<file path="config.mk">
export PLATFORM = sky130hd
export DESIGN_NAME = uart_tx_arb_flat
export DESIGN_NICKNAME = d
export VERILOG_FILES = /design/src/rtl/uart_tx_arb_if.sv /design/src/rtl/uart_tx_arb.sv /design/src/flat_wrapper.sv
export SDC_FILE = /design/constraint.sdc
export NUM_CORES = 1
export LEC_CHECK = 0
export ABC_CLOCK_PERIOD_IN_PS = 2700
export CORE_MARGIN = 4
export CORE_UTILIZATION = 35
export CTS_BUF_LIST = sky130_fd_sc_hd__clkbuf_4 sky130_fd_sc_hd__clkbuf_8
export DETAILED_ROUTE_END_ITERATION = 12
export PLACE_DENSITY = 0.66
export SYNTH_ARGS = -nofsm -noshare
export SYNTH_HDL_FRONTEND = slang
export SYNTH_SLANG_ARGS = --single-unit
</file>
<file path="constraint.sdc">
create_clock -name clk_i -period 2.7 [get_ports clk_i]
set_input_delay 0.405 -clock clk_i [delete_from_list [all_inputs] [get_ports clk_i]]
set_output_delay 0.405 -clock clk_i [all_outputs]
set_load 0.1 [all_outputs]
</file>
<file path="src/rtl/uart_tx_arb_if.sv">
// uart_tx_arb_if: handshake bundle between N byte-stream requesters, the
// round-robin arbiter and the UART TX serializer.
//   req_valid_i/req_data_i/req_last_i : requester bytes (requester k uses
//                                       req_data_i[8k+7:8k])
//   req_ready_o                       : per-requester accept
//   tx_valid_o/tx_data_o/tx_ready_i   : registered stream to the serializer
//   grant_o/busy_o/timeout_o          : arbitration status
// modport master: requester/serializer side; modport slave: the arbiter.
interface uart_tx_arb_if #(
  parameter int unsigned N = 2
);
  logic [N-1:0]   req_valid_i;
  logic [8*N-1:0] req_data_i;
  logic [N-1:0]   req_last_i;
  logic [N-1:0]   req_ready_o;
  logic           tx_valid_o;
  logic [7:0]     tx_data_o;
  logic           tx_ready_i;
  logic [N-1:0]   grant_o;
  logic           busy_o;
  logic           timeout_o;

  modport master (
    output req_valid_i, req_data_i, req_last_i, tx_ready_i,
    input  req_ready_o, tx_valid_o, tx_data_o, grant_o, busy_o, timeout_o
  );

  modport slave (
    input  req_valid_i, req_data_i, req_last_i, tx_ready_i,
    output req_ready_o, tx_valid_o, tx_data_o, grant_o, busy_o, timeout_o
  );
endinterface

</file>
<file path="src/rtl/uart_tx_arb.sv">
// uart_tx_arb: round-robin arbiter sharing one UART TX path between N
// requesters. A grant lasts a whole message (through the byte flagged
// last); a stalled owner loses the grant after TIMEOUT idle cycles.
// Ports:
//   clk_i    : system clock
//   arst_n_i : asynchronous active-low reset
//   bus      : uart_tx_arb_if.slave (requester handshakes, registered
//              serializer output, grant/busy/timeout status)
module uart_tx_arb #(
  parameter int unsigned N       = 2,
  parameter int unsigned TIMEOUT = 1024,
  parameter int unsigned CW      = 16
) (
  input  logic         clk_i,
  input  logic         arst_n_i,
  uart_tx_arb_if.slave bus
);

  localparam int unsigned IW = (N > 1) ? $clog2(N) : 1;
  localparam logic [CW-1:0] TO_LAST = (TIMEOUT > 0) ? CW'(TIMEOUT - 1) : '0;

  typedef enum logic {IDLE, GNT} state_e;

  state_e        state_q;
  logic [N-1:0]  grant_q;
  logic          busy_q;
  logic [IW-1:0] owner_q;
  logic [IW-1:0] rr_ptr_q;
  logic [CW-1:0] cnt_q;
  logic          tx_valid_q;
  logic [7:0]    tx_data_q;
  logic          timeout_q;

  logic          pick_valid;
  logic [IW-1:0] pick_idx;
  int unsigned   cand;
  logic          out_free;
  logic          own_valid;
  logic          own_last;
  logic [7:0]    own_data;
  logic          xfer;
  logic [N-1:0]  ready;

  // Search upward from rr_ptr+1 (mod N); the first valid requester wins,
  // so the previous owner is considered last.
  always_comb begin
    pick_valid = 1'b0;
    pick_idx   = '0;
    cand       = 0;
    for (int unsigned i = 0; i < N; i++) begin
      cand = (32'(rr_ptr_q) + 32'd1 + i) % N;
      if (!pick_valid && bus.req_valid_i[cand]) begin
        pick_valid = 1'b1;
        pick_idx   = IW'(cand);
      end
    end
  end

  assign out_free  = !tx_valid_q || bus.tx_ready_i;
  assign own_valid = bus.req_valid_i[owner_q];
  assign own_last  = bus.req_last_i[owner_q];
  assign own_data  = bus.req_data_i[32'(owner_q) * 8 +: 8];
  assign xfer      = (state_q == GNT) && own_valid && out_free;

  always_comb begin
    ready = '0;
    if (state_q == GNT) ready = grant_q & {N{out_free}};
  end

  always_ff @(posedge clk_i or negedge arst_n_i) begin
    if (!arst_n_i) begin
      state_q    <= IDLE;
      grant_q    <= '0;
      busy_q     <= 1'b0;
      owner_q    <= '0;
      rr_ptr_q   <= IW'(N - 1);
      cnt_q      <= '0;
      tx_valid_q <= 1'b0;
      tx_data_q  <= '0;
      timeout_q  <= 1'b0;
    end else begin
      timeout_q <= 1'b0;

      // Output register drains regardless of state; a load in the same
      // cycle as a drain keeps valid high for back-to-back bytes.
      if (xfer) begin
        tx_valid_q <= 1'b1;
        tx_data_q  <= own_data;
      end else if (bus.tx_ready_i) begin
        tx_valid_q <= 1'b0;
      end

      case (state_q)
        IDLE: begin
          cnt_q <= '0;
          if (pick_valid) begin
            state_q <= GNT;
            owner_q <= pick_idx;
            grant_q <= N'(1) << pick_idx;
            busy_q  <= 1'b1;
          end
        end
        GNT: begin
          if (xfer) begin
            cnt_q <= '0;
            if (own_last) begin
              rr_ptr_q <= owner_q;
              state_q  <= IDLE;
              grant_q  <= '0;
              busy_q   <= 1'b0;
            end
          end else if (!own_valid && (TIMEOUT != 0)) begin
            // Only an absent owner counts; backpressure never does.
            if (cnt_q == TO_LAST) begin
              timeout_q <= 1'b1;
              rr_ptr_q  <= owner_q;
              state_q   <= IDLE;
              grant_q   <= '0;
              busy_q    <= 1'b0;
              cnt_q     <= '0;
            end else begin
              cnt_q <= cnt_q + 1'b1;
            end
          end
        end
        default: state_q <= IDLE;
      endcase
    end
  end

  assign bus.req_ready_o = ready;
  assign bus.tx_valid_o  = tx_valid_q;
  assign bus.tx_data_o   = tx_data_q;
  assign bus.grant_o     = grant_q;
  assign bus.busy_o      = busy_q;
  assign bus.timeout_o   = timeout_q;

endmodule

</file>
<file path="src/flat_wrapper.sv">
// flat-port wrapper written by rule: the top's interface ports become plain ports
module uart_tx_arb_flat 
#(
  parameter int unsigned N       = 2,
  parameter int unsigned TIMEOUT = 1024,
  parameter int unsigned CW      = 16
)
  (clk_i, arst_n_i, bus_req_valid_i, bus_req_data_i, bus_req_last_i, bus_tx_ready_i, bus_req_ready_o, bus_tx_valid_o, bus_tx_data_o, bus_grant_o, bus_busy_o, bus_timeout_o);
  uart_tx_arb_if #(.N(N)) bus_i ();
  input  logic clk_i;
  input  logic arst_n_i;
  input wire logic [$bits(bus_i.req_valid_i)-1:0] bus_req_valid_i;
  input wire logic [$bits(bus_i.req_data_i)-1:0] bus_req_data_i;
  input wire logic [$bits(bus_i.req_last_i)-1:0] bus_req_last_i;
  input wire logic [$bits(bus_i.tx_ready_i)-1:0] bus_tx_ready_i;
  output wire logic [$bits(bus_i.req_ready_o)-1:0] bus_req_ready_o;
  output wire logic [$bits(bus_i.tx_valid_o)-1:0] bus_tx_valid_o;
  output wire logic [$bits(bus_i.tx_data_o)-1:0] bus_tx_data_o;
  output wire logic [$bits(bus_i.grant_o)-1:0] bus_grant_o;
  output wire logic [$bits(bus_i.busy_o)-1:0] bus_busy_o;
  output wire logic [$bits(bus_i.timeout_o)-1:0] bus_timeout_o;
  assign bus_i.req_valid_i = bus_req_valid_i;
  assign bus_i.req_data_i = bus_req_data_i;
  assign bus_i.req_last_i = bus_req_last_i;
  assign bus_i.tx_ready_i = bus_tx_ready_i;
  assign bus_req_ready_o = bus_i.req_ready_o;
  assign bus_tx_valid_o = bus_i.tx_valid_o;
  assign bus_tx_data_o = bus_i.tx_data_o;
  assign bus_grant_o = bus_i.grant_o;
  assign bus_busy_o = bus_i.busy_o;
  assign bus_timeout_o = bus_i.timeout_o;
  uart_tx_arb #(.N(N), .TIMEOUT(TIMEOUT), .CW(CW)) u_core (.clk_i(clk_i), .arst_n_i(arst_n_i), .bus(bus_i));
endmodule
</file>
== Word level (Yosys, flattened, before mapping) ==
Index checks and enable logic that the tools add are counted.

* $add $sub $neg: 3
* Magnitude comparators: 3
* Equality and inequality tests: 7
* Shift operators: 2
* Muxes and demuxes: 45
* Bitwise gates (word level): 2
* Reduce and logical (&&, ||, !) cells: 11

{| class="wikitable"
|+ Operators by type and width
! kind !! count
|-
| 16-bit 2-to-1 mux || 3
|-
| 1-bit 2-to-1 mux || 32
|-
| 16-bit one-hot mux with 2 select lines || 1
|-
| 16-bit by 1-bit adder with 16-bit output, second input constant || 1
|-
| 16-bit by 10-bit equality test with 1-bit output, second input constant || 1
|-
| 16-bit by 5-bit indexed part select with 8-bit output || 1
|-
| 2-bit 2-to-1 mux || 6
|-
| 3-bit inequality test, second input constant || 3
|-
| 4-bit AND reduction || 2
|-
| 1-bit by 2-bit less-than comparator with 1-bit output, second input constant || 3
|-
| 2-bit by 1-bit inequality test with 1-bit output, second input constant || 2
|-
| 1-bit one-hot mux with 2 select lines || 2
|-
| 2-bit one-hot mux with 2 select lines || 1
|-
| 2-bit nonzero test || 2
|-
| 1-bit logical AND || 3
|-
| 1-bit adder, second input constant || 2
|-
| 2-bit AND || 1
|-
| 1-bit logical NOT || 2
|-
| 2-bit inequality test, second input constant || 1
|-
| 2-bit AND reduction || 1
|-
| 1-bit by 1-bit << shifter with 2-bit output, first input constant || 1
|-
| 1-bit logical OR || 1
|-
| 1-bit inverter || 1
|}

* Bits in registers: 32
* Bits of input ports: 23
* Output and inout port bits: 15
* Word-level logic and storage cells: 82

== Logic depth before layout (Yosys ltp) ==
Gate-level depths: netlist of run 1.

* Depth in word-level cells: 10
* Depth in mapped cells: 6
* Gate-level depth less buffers: 5

== Worst setup path before layout of run 1 ==
No wires, ideal clock.

* Path kind: reg2out
* Start point: reg u_core.tx_valid_q, in the netlist u_core.bus.tx_valid_o
* End point: out bus_req_ready_o[0]
* Arrival: 1.884 ns
* Slack: 0.411 ns
* Cell stages (with the launch flop): 3
* Cells stage by stage: dfrtp_1 > nand2b_1 > and3_1

* Cells in the longest elaborated chain, start to end: 4

{| class="wikitable"
|+ Ends and longest elaborated chain
! what !! RTL line !! RTL
|-
| from (decl) || uart_tx_arb.sv:30 || <nowiki>logic tx_valid_q;</nowiki>
|-
| from (signal assigned) || uart_tx_arb.sv:78 || <nowiki>tx_valid_q <= 1'b0;</nowiki>
|-
| from (signal assigned) || uart_tx_arb.sv:87 || <nowiki>tx_valid_q <= 1'b1;</nowiki>
|-
| from (signal assigned) || uart_tx_arb.sv:90 || <nowiki>tx_valid_q <= 1'b0;</nowiki>
|-
| 1-bit logical NOT || uart_tx_arb.sv:59 || <nowiki>assign out_free = !tx_valid_q || bus.tx_ready_i;</nowiki>
|-
| 1-bit logical OR || uart_tx_arb.sv:59 ||
|-
| 2-bit AND || uart_tx_arb.sv:67 || <nowiki>if (state_q == GNT) ready = grant_q & {N{out_free}};</nowiki>
|-
| 2-bit 2-to-1 mux || uart_tx_arb.sv:67 ||
|-
| to (decl) || flat_wrapper.sv:16 || <nowiki>output wire logic [$bits(bus_i.req_ready_o)-1:0] bus_req_ready_o;</nowiki>
|}

Every way passes these cells.

== Worst setup path after layout of run 1 ==
* Start point: in bus_tx_ready_i
* End point: out bus_req_ready_o[1]

* Cells in the longest elaborated chain, start to end: 3

{| class="wikitable"
|+ Ends and longest elaborated chain
! what !! RTL line !! RTL
|-
| from (decl) || flat_wrapper.sv:15 || <nowiki>input wire logic [$bits(bus_i.tx_ready_i)-1:0] bus_tx_ready_i;</nowiki>
|-
| 1-bit logical OR || uart_tx_arb.sv:59 ||
|-
| 2-bit AND || uart_tx_arb.sv:67 ||
|-
| 2-bit 2-to-1 mux || uart_tx_arb.sv:67 ||
|}

Every way passes these cells.

==> impl_metrics.toml, run 1 <==
[clock_network]
cts_root_buffer = "clkbuf_8"
cts_tree = "done"
ctsLongestPathBuffers = 2
hold_buffers = 0
htreeDepth = 2
cts_resized = 0
cts_buffers = 5
numClockSinks = 32
clock_latency_ps = 290
post_cts_buffers = 0
clkSlewWorstSetupHoldPaths_ps = 70

[logic_synthesis]
synthTopCellsByArea = "dfrtp_1 46%, mux2i_1 5.3%, nor2_1 4.9%"
syn-instance-count = 172
ys_seq_elements = 32
synth_common_cells = "31 x dfrtp_1, 22 x nor2_1, 14 x o21ai_0"
synth_area_sq_um = 1690
synthMuxAreaShare_pct = 7.31
synthAdderAreaFrac_pct = 0.739
synth_async_sr_flop_share_pct = 100
synth_compound_area_share_pct = 16.9
synth_nets = 196
synthXorXnorAreaFrac_pct = 4.14
ys.warnings.count = 0
synth.most_common_cell = "dfrtp_1"
synthSimpleGateAreaFrac_pct = 19.9
synth_edf_count = 0
ys_types = 42
synth_top_cell_by_area = "dfrtp_1"
yosysTopAreaCellShare_pct = 45.8
synth.avg_cell_area_sq_um = 9.85
synth_top_family_by_area = "simple AND/OR/NAND/NOR gates"
ys_seq_area_share_pct = 47.3
synth_top_flop_cell = "dfrtp_1"

[routing]
avgRoutedWirePerCell_um = 14.1
drtPass1Iterations = 4
via_per_inst = 5.38
drcViolationCount = 0
wl_mm = 3.80
antenna_left = 0
drt_iter0_drc = 69
via_count = 1447

[floorplanning]
fp.coreArea_sq_um = 4690
die_w_um = 77.6
dieHeight_um = 77.6
pin_count = 38
die_area_sq_um = 6020
start_util_pct = 36.1
rows = 25

[worst_setup_path]
endpoint_kind = "primary output"
crit_type = "primary input to primary output"
crit_fanout = 6
required_ps = 2300
start_kind = "primary input"
cp_data_arrival_time_ps = 1570

[placed_design]
gp_congestion = 0.811
dp_cells = 261
dp_hpwl_mm = 2.71
portBuffers = 37
dpl_cell_area_sq_um = 2110

[timing]
hold_viol = 0
fin_tns_setup_ps = 0
skew_ps = 7.49
finalMaxSlewViolations = 0
fin_crit_ps = 1980
rsz0062_at_grt = "false"
slew_headroom_pct = 72.8
tightest_slew_ps = 408
post-route-period-util_pct = 73.3
fmax_mhz = 505
setup_violations = 0

[layout]
num-nets-final = 238
synthToLayoutAreaGrowth_pct = 31.4
n_antenna_cell = 0
utilization_pct = 47.4
instances_no_fill = 269
final_cell_area_sq_um = 2230
drive_gt1_share_pct = 18.1

[global_route]
grt_overflow = 0
antenna_found_initial = 0
first_global_vias = 1302
grt_max_degree = 33
grt_pass1_wl_mm = 6.23
grt_util_all_layers_pct = 12.8

[status]
status = "complete, no violations"

[pwr]
cellPowerDensity_nw_per_um2 = 1120
ir_drop_v = 0.000440
p_leak_uw = 0.000998

[run]
cap_viol_max_count = 0

[min_path]
hold_class = "register to register"
[cells in the final DEF, fill, tap and decap left out, drive strengths merged]
cell / netlist / layout
dfrtp: 31 / 31
nor2: 22 / 22
clkdlybuf4s50: 0 / 22
buf: 5 / 19
o21ai: 16 / 16
nand2: 13 / 13
a21oi: 12 / 12
mux2i: 10 / 10
inv: 7 / 7
xor2: 7 / 7
clkbuf: 1 / 6
and3: 4 / 4
and4: 4 / 4
nand4: 3 / 3
o211ai: 3 / 3
o31ai: 3 / 3
or4: 3 / 3
or3: 3 / 3
o2111ai: 3 / 3
nand3: 3 / 3
nor3: 2 / 2
nor4b: 2 / 2
a211oi: 2 / 2
nand2b: 1 / 1
mux2: 1 / 1
nor4: 1 / 1
nor3b: 1 / 1
nand3b: 1 / 1
o22ai: 1 / 1
o221a: 1 / 1
a41o: 1 / 1
a22o: 1 / 1
xnor2: 1 / 1
o211a: 1 / 1
ha: 1 / 1
bufinv: 0 / 1
clkinv: 0 / 1
dfstp: 1 / 1
[registers in the layout (all words and copies together), names as in the netlist]
name	cells
u_core.bus.tx_data_o	8
u_core.bus.grant_o	2
u_core.rr_ptr_q	1
u_core.state_q	1
u_core.cnt_q	16
u_core.bus.timeout_o	1
u_core.bus.tx_valid_o	1
u_core.bus.busy_o	1
u_core.owner_q	1
[cells by family after synthesis]
| logic type | count (synthesis) |
|---|---|
| fa+ha+maj | 1 |
| simple gates | 63 |
| compound gates | 44 |
| xor+xnor | 8 |
| flops | 32 |
| mux | 11 |
| buf+inv | 13 |
[cell type report]
cell class	instances	area (sq um)
well taps	54	67.6
fillers	447	2470
repair buffers	41	388
clock buffers	6	76.3
inverters	7	26.3
clock inverters	2	35.0
flip-flops and latches	32	802
multi-input cells	127	831
[power breakdown]
group	leakage (uW)	switching, uW	internal (uW)
Sequential	0.000417	105	598
Combinational	0.000523	974	347
Clock	0.0000586	183	284
Total	0.000998	1260	1230
[metal layers]
| layer | wire [um] | track usage [%] | vias to the layer above | part of all wire [%] |
|---|---|---|---|---|
| li1 | - | - | 716 | - |
| met4 | 44 | 4.63 | 0 | 1.2 |
| met1 | 1880 | 17.8 | 678 | 50 |
| met5 | 0 | 0 | - | 0 |
| met2 | 1540 | 17.7 | 47 | 41 |
| met3 | 327 | 5.34 | 6 | 8.6 |
[worst paths after layout]
kind | from | end | slack (ps) | cells after the start
hold / removal | u_core.bus.tx_data_o[7]$_DFFE_PN0P_ | u_core.bus.tx_data_o[7]$_DFFE_PN0P_ | 480 | 2
hold reg to reg | u_core.bus.tx_data_o[7]$_DFFE_PN0P_ | u_core.bus.tx_data_o[7]$_DFFE_PN0P_ | 480 | 2
max in group asynchronous | arst_n_i | u_core.rr_ptr_q$_DFFE_PN1P_ | 1850 | 2
min in group asynchronous | arst_n_i | u_core.owner_q$_DFFE_PN0P_ | 510 | 2
setup / recovery | bus_tx_ready_i | bus_req_ready_o[1] | 720 | 4
setup reg to reg | u_core.owner_q$_DFFE_PN0P_ | u_core.cnt_q[14]$_DFFE_PN0P_ | 880 | 4
[worst max-delay path: stages]
cell	delay, ps
clkdlybuf4s50_1	480
nand2b_1	240
and3_1	250
buf_12	190
[stage by stage]
step / total power, uW / hold WS [ps] / worst slack [ps]
floorplan: 1730 / 109 / 411
global placement: 2030 / 464 / 510
detailed placement: 2040 / 475 / 482
CTS: 2510 / 491 / 738
global route: 2600 / 504 / 699
finish: 2490 / 484 / 722
Note: power is estimated with default switching activity, not from simulation.
==> run 2: changes to the inputs <==
--- a/config.mk
+++ b/config.mk
@@ -5,7 +5,7 @@
 export SDC_FILE = /design/constraint.sdc
 export NUM_CORES = 1
 export LEC_CHECK = 0
-export ABC_CLOCK_PERIOD_IN_PS = 2700
+export ABC_CLOCK_PERIOD_IN_PS = 1900
 export CORE_MARGIN = 4
 export CORE_UTILIZATION = 35
 export CTS_BUF_LIST = sky130_fd_sc_hd__clkbuf_4 sky130_fd_sc_hd__clkbuf_8
==> constraint.sdc (replaced) <==
create_clock -name clk_i -period 1.9 [get_ports clk_i]
set_input_delay 0.285 -clock clk_i [delete_from_list [all_inputs] [get_ports clk_i]]
set_output_delay 0.285 -clock clk_i [all_outputs]
set_load 0.1 [all_outputs]
==> impl_metrics.toml, run 2 (same netlist as run 1, synthesis figures left out) <==
[worst_setup_path]
rr_startpoint = "u_core.owner_q$_DFFE_PN0P_"
r2r_cells = 6
slowest_stage = "dfrtp_1"
max_stage_delay_ps = 460
crit_path_cell_trace = "mux2_2 > buf_4 > a21oi_1 > o21ai_4 > buf_12 > a21oi_1"
crit_fanout = 18
endpoint_kind = "register"
crit_type = "register to register"
reg2reg_to = "u_core.bus.grant_o[0]$_DFFE_PN0P_"
cp_data_arrival_time_ps = 1940
required_ps = 2100
start_kind = "register"
cpMostUsedCell = "a21oi_1"
rrSetupSlack_ps = 160

[timing]
skew_ps = 4.78
post-route-period-util_pct = 91.5
hold_viol = 0
slew_headroom_pct = 72.7
tightest_slew_ps = 409
rsz0062_at_grt = "false"
finalMaxSlewViolations = 0
fmax_mhz = 575
setup_violations = 0
fin_crit_ps = 1740

[min_path]
hold_class = "primary input to async pin"

[layout]
regMostFlops = "u_core.cnt_q"
final_cell_mix = "31 x buf_4, 30 x dfrtp_1, 22 x nor2_1, 22 x clkdlybuf4s50_1, 14 x o21ai_0"
synthToLayoutAreaGrowth_pct = 38.6
num-nets-final = 253
final_common_cell = "buf_4"
utilization_pct = 50.0
n_antenna_cell = 0
drive_gt1_share_pct = 24.5
largest_register_ffs = 16
final_cell_area_sq_um = 2350

[floorplanning]
fp.coreArea_sq_um = 4690
dieHeight_um = 77.6
die_area_sq_um = 6020
rows = 25
pin_count = 38
start_util_pct = 36.1
die_w_um = 77.6

[status]
status = "complete, no violations"

[pwr]
ir_drop_v = 0.000527
power_frac_comb_pct = 56.2
p_int_uw = 1750
p_leak_uw = 0.00107
cellPowerDensity_nw_per_um2 = 1510
netSwitchingFraction_pct = 50.7
p_sw_uw = 1790
power.share.sequential_pct = 27.9
clkPwrFrac_pct = 15.8

[clock_network]
clock_latency_ps = 280
cts_buffers = 5
ctsLongestPathBuffers = 2
cts_tree = "done"
cts_root_buffer = "clkbuf_8"
clkSlewWorstSetupHoldPaths_ps = 60
numClockSinks = 32
htreeDepth = 2

[routing]
wl_mm = 4.06
drtPass1Iterations = 4
top_layer_used = "met4"
avgRoutedWirePerCell_um = 14.3
m1WireLength_mm = 1.96
route.met2.wl_mm = 1.78
antenna_left = 0
via_per_inst = 5.21
via_count = 1474
dr_wl_met3_um = 256
drt_iter0_drc = 32
drcViolationCount = 0

[global_route]
grt_overflow = 0
grt_pass1_wl_mm = 7.01
antenna_found_initial = 0
grt_max_degree = 33
grt_util_all_layers_pct = 14.5
first_global_vias = 1510

[placed_design]
dp_hpwl_mm = 2.96
gp_congestion = 0.786
portBuffers = 37
dpl_cell_area_sq_um = 2220

[run]
cap_viol_max_count = 0
==> run 2: power groups by stage <==
stage	registers (uW)	logic, uW	clock network (uW)
after floorplan	1780	682	0
after global placement	994	1930	0
after detailed placement	1000	1940	0
after CTS	989	1960	576
after global routing	1010	2090	605
final	988	1990	560
==> run 2: layout make-up <==
class | count | area, sq um
Fill cell | 451 | 2340
Multi-Input combinational cell | 127 | 841
Sequential cell | 32 | 803
Timing Repair Buffer | 56 | 513
Clock buffer | 7 | 96.3
Tap cell | 54 | 67.6
Inverter | 7 | 26.3
==> run 2: repair_timing <==
item                                    4_1_cts  5_1_grt
pin swaps                                     0        1
endpoints found under the setup margin       15        7
endpoints found under the hold margin         0        0
buffers inserted                              0        1
cloned                                        0        0
hold buffers                                  0        0
resized for setup                             1        0
==> run 2: worst max-delay path, delay by kind of cell (launching register included) <==
kind	cells	cell delay (ps)
multiplexers	1	400
flip-flops	1	460
AO/OA/AOI/OAI	3	480
buffers and inverters	2	310
==> run 2: layer usage <==
layer	vias to the layer above	global-route usage [%]
met5	-	0
li1	738	-
met1	681	18.4
met3	8	5.22
met2	47	22.8
met4	0	4.63
==> run 2: metrics by stage <==
stage	setup WS (ps)	cells	hold WS [ps]	setup TNS [ps]	total power, uW
5_1_grt	88.8	283	454	0	3710
3_3_place_gp	-147	275	467	-1900	2930
6_report	162	283	407	0	3540
3_5_place_dp	-174	275	477	-2160	2940
4_1_cts	95.5	282	431	0	3520
2_1_floorplan	24.5	172	-10.6	0	2460
==> run 2: worst max path at each step <==
stage	startpoint	to
global route	u_core.owner_q$_DFFE_PN0P_	u_core.cnt_q[11]$_DFFE_PN0P_
floorplan	u_core.bus.grant_o[0]$_DFFE_PN0P_	bus_req_ready_o[0]
detailed placement	bus_req_valid_i[1]	u_core.bus.grant_o[0]$_DFFE_PN0P_
CTS	u_core.cnt_q[1]$_DFFE_PN0P_	u_core.bus.grant_o[0]$_DFFE_PN0P_
global placement	bus_req_valid_i[1]	u_core.bus.grant_o[1]$_DFFE_PN0P_
finish	u_core.owner_q$_DFFE_PN0P_	u_core.bus.grant_o[0]$_DFFE_PN0P_
==> run 3: changes to the inputs <==
--- a/config.mk
+++ b/config.mk
@@ -11,6 +11,7 @@
 export CTS_BUF_LIST = sky130_fd_sc_hd__clkbuf_4 sky130_fd_sc_hd__clkbuf_8
 export DETAILED_ROUTE_END_ITERATION = 12
 export PLACE_DENSITY = 0.66
+export RECOVER_POWER = 50
 export SYNTH_ARGS = -nofsm -noshare
 export SYNTH_HDL_FRONTEND = slang
 export SYNTH_SLANG_ARGS = --single-unit
==> impl_metrics.toml, run 3 (same netlist as run 1, synthesis figures left out) <==
[status]
status = "complete, no violations"

[timing]
setup_slack_ps = 159
skew_ps = 4.49
hold_ws_ps = 485
tightest_slew_ps = 790
slew_headroom_pct = 47.4
rsz0062_at_grt = "false"
fin_crit_ps = 1740
setup_violations = 0
hold_viol = 0
fmax_mhz = 575
post-route-period-util_pct = 91.6
finalMaxSlewViolations = 0

[global_route]
busiest_layer = "met2"
antenna_found_initial = 0
use_met1_pct = 18.4
grt_pass1_wl_mm = 7.01
met2_usage_pct = 22.8
first_global_vias = 1510
grt_overflow = 0
grt_util_all_layers_pct = 14.5
grt_use_met3_pct = 5.22
grt_max_degree = 33

[clock_network]
numClockSinks = 32
clock_latency_ps = 280
cts_tree = "done"
ctsLongestPathBuffers = 2
clkSlewWorstSetupHoldPaths_ps = 60
cts_root_buffer = "clkbuf_8"
htreeDepth = 2
cts_buffers = 5

[layout]
n_fill_cell = 458
num-nets-final = 253
regMostFlops = "u_core.cnt_q"
final_cell_mix = "30 x dfrtp_1, 23 x buf_4, 22 x nor2_1, 21 x clkdlybuf4s50_1, 14 x o21ai_0"
synthToLayoutAreaGrowth_pct = 37.4
final_common_cell = "dfrtp_1"
drive_gt1_share_pct = 24.5
largest_register_ffs = 16
n_antenna_cell = 0
final_cell_area_sq_um = 2330

[worst_setup_path]
cp.depth = 6
required_ps = 2100
start_kind = "register"
crit_type = "register to register"
reg2reg_to = "u_core.bus.grant_o[0]$_DFFE_PN0P_"
max_stage_delay_ps = 470
endpoint_kind = "register"
crit_family = "compound AO/OA/AOI/OAI gates"
r2r_cells = 6
rrSetupSlack_ps = 160
path_buf_inv = 2
crit_fanout = 18
rr_startpoint = "u_core.owner_q$_DFFE_PN0P_"
cp-endpoint = "u_core.bus.grant_o[0]$_DFFE_PN0P_"
crit_path_cell_trace = "mux2_2 > buf_4 > a21oi_1 > o21ai_4 > buf_12 > a21oi_1"
cp-startpoint = "u_core.owner_q$_DFFE_PN0P_"
cpMostUsedCell = "a21oi_1"
cp_data_arrival_time_ps = 1940
slowest_stage = "dfrtp_1"

[floorplanning]
fp.coreArea_sq_um = 4690
pin_count = 38
die_w_um = 77.6
dieHeight_um = 77.6
start_util_pct = 36.1
die_area_sq_um = 6020
rows = 25

[pwr]
cellPowerDensity_nw_per_um2 = 1500
p_leak_uw = 0.00106
ir_drop_v = 0.000516
p_total_uw = 3500

[placed_design]
gp_congestion = 0.786
place_ws_ps = -174
dp_hpwl_mm = 2.96
dpl_cell_area_sq_um = 2220
portBuffers = 37

[routing]
drt_iter0_drc = 36
via_count = 1468
avgRoutedWirePerCell_um = 14.4
drtPass1Iterations = 4
wl_mm = 4.07
drcViolationCount = 0
antenna_left = 0
via_per_inst = 5.19

[min_path]
hold_class = "register to register"

[run]
cap_viol_max_count = 0
-- run 3: cell types whose count changed in the layout (fill, tap and decap cells not counted), sizes merged --
cell | before | now
clkbuf | 7 | 15
clkdlybuf4s50 | 22 | 21
dlygate4sd3 | 0 | 1
buf | 34 | 26
-- run 3: report_power, final --
| group | internal (uW) | leakage (uW) | switching (uW) |
|---|---|---|---|
| clock network | 322 | 0.0000503 | 238 |
| registers | 853 | 0.000416 | 135 |
| logic | 533 | 0.000596 | 1420 |
-- run 3: repair_timing --
item / 4_1_cts / 5_1_grt
endpoints found under the setup margin: 15 / 7
resized for setup: 1 / 0
buffers inserted: 0 / 1
hold buffers: 0 / 0
pin swaps: 0 / 1
-- run 3: worst min-delay path by stage --
| stage | startpoint | endpoint | slack, ps | cells after the start |
|---|---|---|---|---|
| floorplan | arst_n_i | u_core.bus.busy_o$_DFFE_PN0P_ | -10 | 0 |
| global placement | u_core.bus.tx_data_o[4]$_DFFE_PN0P_ | u_core.bus.tx_data_o[4]$_DFFE_PN0P_ | 470 | 2 |
| detailed placement | u_core.bus.tx_data_o[7]$_DFFE_PN0P_ | u_core.bus.tx_data_o[7]$_DFFE_PN0P_ | 480 | 2 |
| CTS | arst_n_i | u_core.cnt_q[1]$_DFFE_PN0P_ | 430 | 2 |
| global route | u_core.bus.tx_data_o[4]$_DFFE_PN0P_ | u_core.bus.tx_data_o[4]$_DFFE_PN0P_ | 510 | 2 |
| finish | u_core.bus.tx_data_o[1]$_DFFE_PN0P_ | u_core.bus.tx_data_o[1]$_DFFE_PN0P_ | 490 | 2 |
-- run 3: through the flow --
| step | util [%] | cells | TNS, ps |
|---|---|---|---|
| 2_1_floorplan | - | 172 | 0 |
| 3_3_place_gp | 47.4 | 275 | -1900 |
| 3_5_place_dp | 47.4 | 275 | -2160 |
| 6_report | 49.6 | 283 | 0 |
| 4_1_cts | 49.6 | 282 | 0 |
| 5_1_grt | 49.6 | 283 | 0 |
-- run 3: cell type report --
type | instances | area [sq um] | area share [%]
Sequential cell | 32 | 803 | 34.5
Clock buffer | 7 | 96.3 | 4.14
Timing Repair Buffer | 56 | 493 | 21.2
Multi-Input combinational cell | 127 | 841 | 36.1
Inverter | 7 | 26.3 | 1.13
Tap cell | 54 | 67.6 | 2.90
-- run 3: tightest hold or removal path: stages (launching register included) --
cell     delay [ps]
dfrtp_1         340
nand2_1          40
o21ai_0          60
-- run 3: per-layer routing --
| metal | wire [um] | share of wire, % | vias up |
|---|---|---|---|
| li1 | - | - | 738 |
| met1 | 1980 | 49 | 679 |
| met2 | 1790 | 44 | 45 |
| met3 | 251 | 6.2 | 6 |
| met4 | 52 | 1.3 | 0 |
| met5 | 0 | 0 | - |
